### config.mk
export PLATFORM = sky130hd
export DESIGN_NAME = cpu_control_unit
export DESIGN_NICKNAME = d
export VERILOG_FILES = /design/src/rtl/cpu_pkg.sv /design/src/rtl/cpu_decode.sv /design/src/rtl/cpu_control_unit.sv
export SDC_FILE = /design/constraint.sdc
export NUM_CORES = 1
export LEC_CHECK = 0
export ABC_AREA = 1
export ABC_CLOCK_PERIOD_IN_PS = 2800
export CAP_MARGIN = 20
export CORE_UTILIZATION = 40
export CTS_BUF_LIST = sky130_fd_sc_hd__clkbuf_4
export DETAILED_ROUTE_END_ITERATION = 12
export DONT_BUFFER_PORTS = 1
export PLACE_DENSITY = 0.55
export SYNTH_ARGS = -nofsm -noshare
export SYNTH_HDL_FRONTEND = slang
export SYNTH_HIERARCHICAL = 1
export SYNTH_SLANG_ARGS = --single-unit
### constraint.sdc
create_clock -name clk -period 2.8 [get_ports clk]
set_input_delay 0.56 -clock clk [delete_from_list [all_inputs] [get_ports clk]]
set_output_delay 0.56 -clock clk [all_outputs]
set_load 0.02 [all_outputs]
### src/rtl/cpu_pkg.sv
// rtl/cpu_pkg.sv - shared opcode, instruction, state and write-select types for the control unit
package cpu_pkg;

  typedef enum logic [4:0] {
    OP_RSV0  = 5'd0,
    OP_ADD   = 5'd1,
    OP_ADDS  = 5'd2,
    OP_SUB   = 5'd3,
    OP_SUBS  = 5'd4,
    OP_AND   = 5'd5,
    OP_OR    = 5'd6,
    OP_XOR   = 5'd7,
    OP_NOT   = 5'd8,
    OP_SHL   = 5'd9,
    OP_SHR   = 5'd10,
    OP_ASR   = 5'd11,
    OP_ROL   = 5'd12,
    OP_ROR   = 5'd13,
    OP_MUL   = 5'd14,
    OP_INC   = 5'd15,
    OP_DEC   = 5'd16,
    OP_NEG   = 5'd17,
    OP_CMP   = 5'd18,
    OP_NOP   = 5'd19,
    OP_LOADI = 5'd20,
    OP_STORE = 5'd21,
    OP_MOV   = 5'd22,
    OP_J     = 5'd23,
    OP_BEQ   = 5'd24,
    OP_HLT   = 5'd25
  } opcode_e;

  typedef struct packed {
    logic [4:0] opcode;
    logic [8:0] dest;
    logic [8:0] src1;
    logic [8:0] src2;
  } instr_t;

  typedef enum logic [2:0] {
    S_FETCH,
    S_DECODE,
    S_EXEC,
    S_MEM,
    S_WB,
    S_HALT
  } state_e;

  typedef enum logic [1:0] {
    WSEL_ALU  = 2'd0,
    WSEL_DMEM = 2'd1,
    WSEL_RF   = 2'd2
  } wsel_e;

  // Opcode 0 and everything above HLT is unassigned.
  function automatic logic is_reserved(input logic [4:0] op);
    return (op == OP_RSV0) || (op > OP_HLT);
  endfunction

endpackage

### src/rtl/cpu_decode.sv
// rtl/cpu_decode.sv - combinational opcode classifier
module cpu_decode (
  input  logic [4:0] opcode,
  output logic       is_alu,
  output logic       is_mem,
  output logic       is_jump,
  output logic       writes_rf,
  output logic       is_illegal
);
  import cpu_pkg::*;

  // Classify the opcode into the execution class the sequencer dispatches on.
  always_comb begin
    is_alu     = 1'b0;
    is_mem     = 1'b0;
    is_jump    = 1'b0;
    writes_rf  = 1'b0;
    is_illegal = is_reserved(opcode);
    if (opcode >= OP_ADD && opcode <= OP_CMP) begin
      is_alu    = 1'b1;
      writes_rf = (opcode != OP_CMP);
    end
    if (opcode == OP_LOADI || opcode == OP_STORE) begin
      is_mem = 1'b1;
    end
    if (opcode == OP_LOADI || opcode == OP_MOV) begin
      writes_rf = 1'b1;
    end
    if (opcode == OP_J || opcode == OP_BEQ) begin
      is_jump = 1'b1;
    end
  end

endmodule

### src/rtl/cpu_control_unit.sv
// rtl/cpu_control_unit.sv - multi-cycle fetch/decode/execute sequencer driving ALU, register file and data RAM
module cpu_control_unit #(
  parameter int              PC_W     = 9,
  parameter int              DATA_W   = 32,
  parameter int              ALU_LAT  = 1,
  parameter logic [PC_W-1:0] RESET_PC = '0
) (
  input  logic              clk,
  input  logic              rst,
  input  logic              run,
  output logic              imem_req,
  output logic [PC_W-1:0]   imem_addr,
  input  logic              imem_ack,
  input  logic [31:0]       imem_rdata,
  output logic [8:0]        rf_raddr1,
  output logic [8:0]        rf_raddr2,
  input  logic [DATA_W-1:0] rf_rdata1,
  input  logic [DATA_W-1:0] rf_rdata2,
  output logic              alu_en,
  output logic [4:0]        alu_op,
  input  logic [3:0]        alu_flags,
  output logic              dmem_req,
  output logic              dmem_we,
  output logic [8:0]        dmem_addr,
  input  logic              dmem_ack,
  output logic              rf_we,
  output logic [8:0]        rf_waddr,
  output logic [1:0]        rf_wsel,
  output logic [3:0]        flags,
  output logic [PC_W-1:0]   pc,
  output logic              halted,
  output logic              illegal
);
  import cpu_pkg::*;

  localparam int CNT_W = $clog2(ALU_LAT + 1);

  state_e             state;
  instr_t             ir;
  wsel_e              wsel_q;
  logic [CNT_W-1:0]   alu_cnt;
  logic [PC_W-1:0]    pc_inc;
  logic [PC_W-1:0]    target;
  logic               is_alu;
  logic               is_mem;
  logic               is_jump;
  logic               writes_rf;
  logic               is_illegal;

  cpu_decode u_decode (
    .opcode     (ir.opcode),
    .is_alu     (is_alu),
    .is_mem     (is_mem),
    .is_jump    (is_jump),
    .writes_rf  (writes_rf),
    .is_illegal (is_illegal)
  );

  // Operand addresses and opcode come straight from the held instruction.
  assign imem_addr = pc;
  assign rf_raddr1 = ir.src1;
  assign rf_raddr2 = ir.src2;
  assign alu_op    = ir.opcode;
  assign rf_waddr  = ir.dest;
  assign dmem_we   = (ir.opcode == OP_STORE);
  assign dmem_addr = dmem_we ? ir.dest : ir.src2;
  assign rf_wsel   = wsel_q;
  assign pc_inc    = pc + PC_W'(1);
  assign target    = ir.dest[PC_W-1:0];

  // Sequencer: state, PC, IR, ALU wait counter and all registered strobes.
  always_ff @(posedge clk) begin
    if (rst) begin
      state    <= S_FETCH;
      pc       <= RESET_PC;
      ir       <= '0;
      wsel_q   <= WSEL_ALU;
      alu_cnt  <= '0;
      imem_req <= 1'b0;
      dmem_req <= 1'b0;
      alu_en   <= 1'b0;
      rf_we    <= 1'b0;
      flags    <= 4'd0;
      halted   <= 1'b0;
      illegal  <= 1'b0;
    end else begin
      alu_en <= 1'b0;
      rf_we  <= 1'b0;
      case (state)
        S_FETCH: begin
          // run only gates the start of a fetch; a raised request waits for its ack.
          if (!imem_req) begin
            if (run) imem_req <= 1'b1;
          end else if (imem_ack) begin
            imem_req <= 1'b0;
            ir       <= imem_rdata;
            state    <= S_DECODE;
          end
        end
        S_DECODE: begin
          if (is_illegal) begin
            illegal <= 1'b1;
            pc      <= pc_inc;
            state   <= S_FETCH;
          end else if (is_alu) begin
            alu_en  <= 1'b1;
            alu_cnt <= '0;
            state   <= S_EXEC;
          end else if (is_mem) begin
            dmem_req <= 1'b1;
            state    <= S_MEM;
          end else if (is_jump) begin
            if (ir.opcode == OP_J || rf_rdata1 == rf_rdata2) pc <= target;
            else pc <= pc_inc;
            state <= S_FETCH;
          end else if (writes_rf) begin
            rf_we  <= 1'b1;
            wsel_q <= WSEL_RF;
            state  <= S_WB;
          end else if (ir.opcode == OP_HLT) begin
            halted <= 1'b1;
            state  <= S_HALT;
          end else begin
            pc    <= pc_inc;
            state <= S_FETCH;
          end
        end
        S_EXEC: begin
          // Flags are sampled exactly ALU_LAT cycles after the alu_en pulse.
          if (alu_cnt == CNT_W'(ALU_LAT)) begin
            flags <= alu_flags;
            if (writes_rf) begin
              rf_we  <= 1'b1;
              wsel_q <= WSEL_ALU;
              state  <= S_WB;
            end else begin
              pc    <= pc_inc;
              state <= S_FETCH;
            end
          end else begin
            alu_cnt <= alu_cnt + CNT_W'(1);
          end
        end
        S_MEM: begin
          if (dmem_ack) begin
            dmem_req <= 1'b0;
            if (ir.opcode == OP_LOADI) begin
              rf_we  <= 1'b1;
              wsel_q <= WSEL_DMEM;
              state  <= S_WB;
            end else begin
              pc    <= pc_inc;
              state <= S_FETCH;
            end
          end
        end
        S_WB: begin
          pc    <= pc_inc;
          state <= S_FETCH;
        end
        S_HALT: begin
          halted <= 1'b1;
        end
        default: state <= S_FETCH;
      endcase
    end
  end

endmodule
### Yosys cells after proc, flatten, opt, wreduce, memory -nomap -nowiden

Index checks and enable logic that the tools add are counted.

* add/sub/neg operators: 2
* magnitude comparators: 3
* equality and inequality tests: 34
* mux-type cells: 70
* bitwise operators: 2
* reductions and logical operators: 23

Operators with widths (number)
* two-way mux 9 bit: 12
* two-way mux 3 bit: 12
* case mux 9 bit (4 select lines): 1
* equality test 32 bit: 1
* equality test 5 bit, second input constant: 6
* two-way mux 1 bit: 30
* != test 2 bit, second input constant: 15
* two-way mux 2 bit: 9
* case mux 3 bit (5 select lines): 1
* AND reduction 10 bit: 1
* AND reduction 5 bit: 2
* adder 9 x 1 -> 9 bit, second input constant: 1
* AND reduction 9 bit: 1
* != test 4 bit, second input constant: 2
* AND reduction 7 bit: 1
* equality test 3 x 2 -> 1 bit, second input constant: 2
* equality test 3 bit, second input constant: 2
* != test 3 bit, second input constant: 2
* case mux 1 bit (2 select lines): 3
* case mux 2 bit (3 select lines): 1
* AND reduction 3 bit: 2
* nonzero test 2 bit: 3
* greater-or-equal comparator 5 x 1 -> 1 bit, second input constant: 1
* > comparator 5 bit, second input constant: 1
* other kinds (15): 22

* register bits after elaboration: 57
* logic and storage cells: 149

### Logic depth before layout (Yosys ltp)

* depth in word-level cells: 10
* depth in mapped cells: 15
* mapped depth without buffers: 15

### Modules after synthesis

Netlist, hierarchy kept.

By module, submodules not included
* cpu_control_unit: times used 1, cells an instance 480, area each 3156.8 µm², sequential area each 1141.1 µm²
* cpu_decode: times used 1, cells an instance 22, area each 100.1 µm², sequential area each 0.0 µm²

### Worst setup path before layout

No wires, ideal clock.

* path kind: reg2out
* start point: register ir (netlist bit alu_op[2])
* end point: output dmem_addr[0]
* data arrival time: 1.858 ns
* slack: 0.382 ns
* cell stages (with the launch flop): 7
* buffers on the path: 1
* cell sequence: dfxtp_1 -> inv_1 -> nor2_1 -> nand2_1 -> nor2_1 -> clkbuf_1 -> o21ai_0

* longest elaborated chain between the ends: 2

RTL lines
* start: declaration: line cpu_control_unit.sv:39 `instr_t ir;`
* start signal: assignment: line cpu_control_unit.sv:96 `ir <= imem_rdata;`
* equality test 5 bit: line cpu_control_unit.sv:65 `assign dmem_we = (ir.opcode == OP_STORE);`
* net dmem_we: line cpu_control_unit.sv:23 `output logic dmem_we,`
* two-way mux 9 bit: line cpu_control_unit.sv:66 `assign dmem_addr = dmem_we ? ir.dest : ir.src2;`
* end: declaration: line cpu_control_unit.sv:24 `output logic [8:0] dmem_addr,`

The timed path passes the listed nets, and every way through them passes these cells.

### Worst setup path after layout

* start point: register ir (netlist bit alu_op[2])
* end point: output dmem_addr[3]

* longest elaborated chain between the ends: 2

RTL lines (line)
* equality test 5 bit: cpu_control_unit.sv:65
* two-way mux 9 bit: cpu_control_unit.sv:66

No other way between the ends.

==> flow_summary.toml <==
[clock_network]
ctsLongestPathBuffers = 2
htreeDepth = 3
worstSkewPairLatency_ns = 0.42
cts_tree = "yes"
ctsHoldBuffers = 0
ctsRootBufferMaster = "clkbuf_4"
clkTransAtPathRegs_ns = 0.11
cts_setup_buffers = 0
cts_buffers = 9
post_cts_resized = 0
cts.sinks = 57

[logic_synthesis]
syn_nets = 608
synth_commonest_cells = "105 x nand2_1, 83 x nor2_1, 63 x inv_1"
synth-seq-cells = 57
synth_cells = 502
avgSynthCellArea_um2 = 6.49
yosysMostFrequentCell = "nand2_1"
synthTopCellsByArea = "dfxtp_1 35%, nand2_1 12%, nor2_1 9.6%, o21ai_0 8.9%, inv_1 7.3%"
ys.flop_type = "dfxtp_1"
synth_area_leader_cell = "dfxtp_1"
ys_seq_area_share_pct = 35.0
synth_top_area_share_pct = 35.0
synth-edff-count = 0
async_reset_ff_share_pct = 0
synth.distinct_cells = 31
syn_area_um2 = 3260
ys_warn_count = 6

[critical_path]
critPathRequiredTime_ns = 2.24
cp-start-kind = "register"
startpoint = "alu_op[2]"
critPathTopFamily = "buffers and inverters"
crit_buf_inv = 3
worstSetupPathType = "reg2out"
slowest_delay_ns = 0.46
crit_path_max_fanout = 19
setup.worst_path.end_class = "primary output"
worstPathCellList = "inv_1, nor2_1, nand2_1, nor2_1, buf_4, nand2_1, o21ai_0, buf_4"
r2r-start = "alu_op[1]"
slowest_stage = "dfxtp_2"
cp.arrival_ns = 1.91

[detailed_routing]
ant_nets = 0
wl_per_cell_um = 13.5
drt_iter0_markers = 98
vias = 3030
viasPerCell = 4.93
routed_wirelength_um = 8300
drtPass1Iterations = 4
drc_errors = 0

[sta]
rsz0062_at_grt = "no"
fin_crit_sh_pct = 88.3
slew_violations = 0
setup_viol = 0
hold_viol_final = 0
slew_headroom_pct = 37.3
fmax_mhz = 404
fin_skew_ns = 0.0174
setup-tns-final_ns = 0
tightest_slew_ns = 0.940
layout_min_cycle_time_ns = 2.47

[floorplanning]
num_rows = 32
die_height_um = 92.2
die-area_um2 = 8510
coreArea_um2 = 7810
start_util_pct = 41.7
ios = 177
die_x_um = 92.2

[placement]
dp_hpwl_um = 6350
port_buffers = 0
place.gp.congestion = 0.834

[grt]
grt_pass1_vias = 2997
grt_overflow = 0
grt_util_all_layers_pct = 20.4
grt_antenna_before_repair = 0
grt_pass1_wl_um = 13800
grt_max_degree = 34

[pwr]
power_density_nw_per_um2 = 787
p_leak_nw = 1.55
power.total_mw = 2.80
peakVddDrop_mv = 0.384

[cells_and_area]
n_antenna_cell = 0
drive_gt1_share_pct = 10.2
nets = 613
area_growth_pct = 9.07
fill_cells = 862

[hold_path]
min_from = "rst"
min_path_type = "in2reg"

[flow_run]
max_cap_violations = 0

[outcome]
status = "finished clean"
## cells by family after synthesis
| kind of cell | count (synthesis) | share of synthesized area, % |
|---|---|---|
| DFF | 57 | 35.0 |
| adders and majority gates | 1 | 0.384 |
| buffers and inverters | 89 | 11.6 |
| xor gates and xnor gates | 28 | 7.53 |
| AOI/OAI and AO/OA | 100 | 16.0 |
| and+or+nand+nor | 227 | 29.4 |
## layer usage
metal | share of wire [%] | wire [µm] | global-route usage, %
met4 | 1.2 | 99 | 5.60
met3 | 8.4 | 695 | 8.29
met5 | 0 | 0 | 0
met1 | 44 | 3660 | 24.5
met2 | 46 | 3850 | 33.6
## registers in the layout, indices dropped and copies added (netlist names)
name / cells
rf_we: 1
state: 3
rf_raddr2: 9
imem_req: 1
rf_wsel: 2
alu_en: 1
halted: 1
imem_addr: 9
rf_waddr: 9
illegal: 1
dmem_req: 1
flags: 4
alu_op: 5
rf_raddr1: 9
alu_cnt: 1
## report_power, final
group | switching, mW | total (mW) | internal, mW
Combinational | 0.534 | 0.822 | 0.288
Clock | 0.338 | 0.713 | 0.375
Sequential | 0.313 | 1.26 | 0.949
Total | 1.19 | 2.80 | 1.61
## cell type report
cell class	instances	area [µm²]	area share, %
sequential	57	1140	32.2
clock inverter	6	91.3	2.57
timing repair buffer	18	135	3.80
tap	102	128	3.59
inverter	65	244	6.87
clock buffer	10	75.1	2.11
multi-input combinational	356	1740	48.9
## worst register-to-register path: cells and delay by family, from the launching register on
kind | cells | cell delay [ns]
AND/OR/NAND/NOR | 6 | 1.15
AO/OA/AOI/OAI | 3 | 0.56
flip-flops | 1 | 0.33
buffers and inverters | 2 | 0.24
## per-stage QoR
| step | worst slack, ns | util, % | area, µm² | hold WS [ns] | cells |
|---|---|---|---|---|---|
| detailed placement | 0.395 | 43.3 | 3380 | 0.452 | 598 |
| global placement | 0.486 | 43.3 | 3380 | 0.445 | 598 |
| floorplan | 0.382 | - | 3260 | 0.439 | 502 |
| CTS | 0.118 | 45.5 | 3550 | 0.181 | 614 |
| finish | 0.326 | 45.5 | 3550 | 0.207 | 614 |
| global route | 0.122 | 45.5 | 3550 | 0.171 | 614 |
## layout by cell type, fill, tap and decap left out, drive strengths merged
| master | instances |
|---|---|
| nand3b | 1 |
| a21oi | 35 |
| o21ai | 61 |
| a211oi | 1 |
| nor3 | 4 |
| nor4 | 1 |
| nor2 | 87 |
| nand4 | 3 |
| xnor2 | 26 |
| bufinv | 2 |
| clkinvlp | 3 |
| o31ai | 1 |
| nand2 | 108 |
| clkbuf | 10 |
| a31oi | 1 |
| dfxtp | 57 |
| ha | 1 |
| o211ai | 1 |
| inv | 66 |
| xor2 | 2 |
| nand3 | 23 |
| buf | 18 |
## worst paths after layout
path	depth (start not counted)	slack, ns	endpoint
worst max-delay path	8	0.33	dmem_addr[3]
worst min-delay path	1	0.21	alu_cnt
worst max register to register	11	0.43	imem_addr[3]
worst min register to register	2	0.47	alu_cnt
No activity file was read; power rests on OpenSTA's default activity.
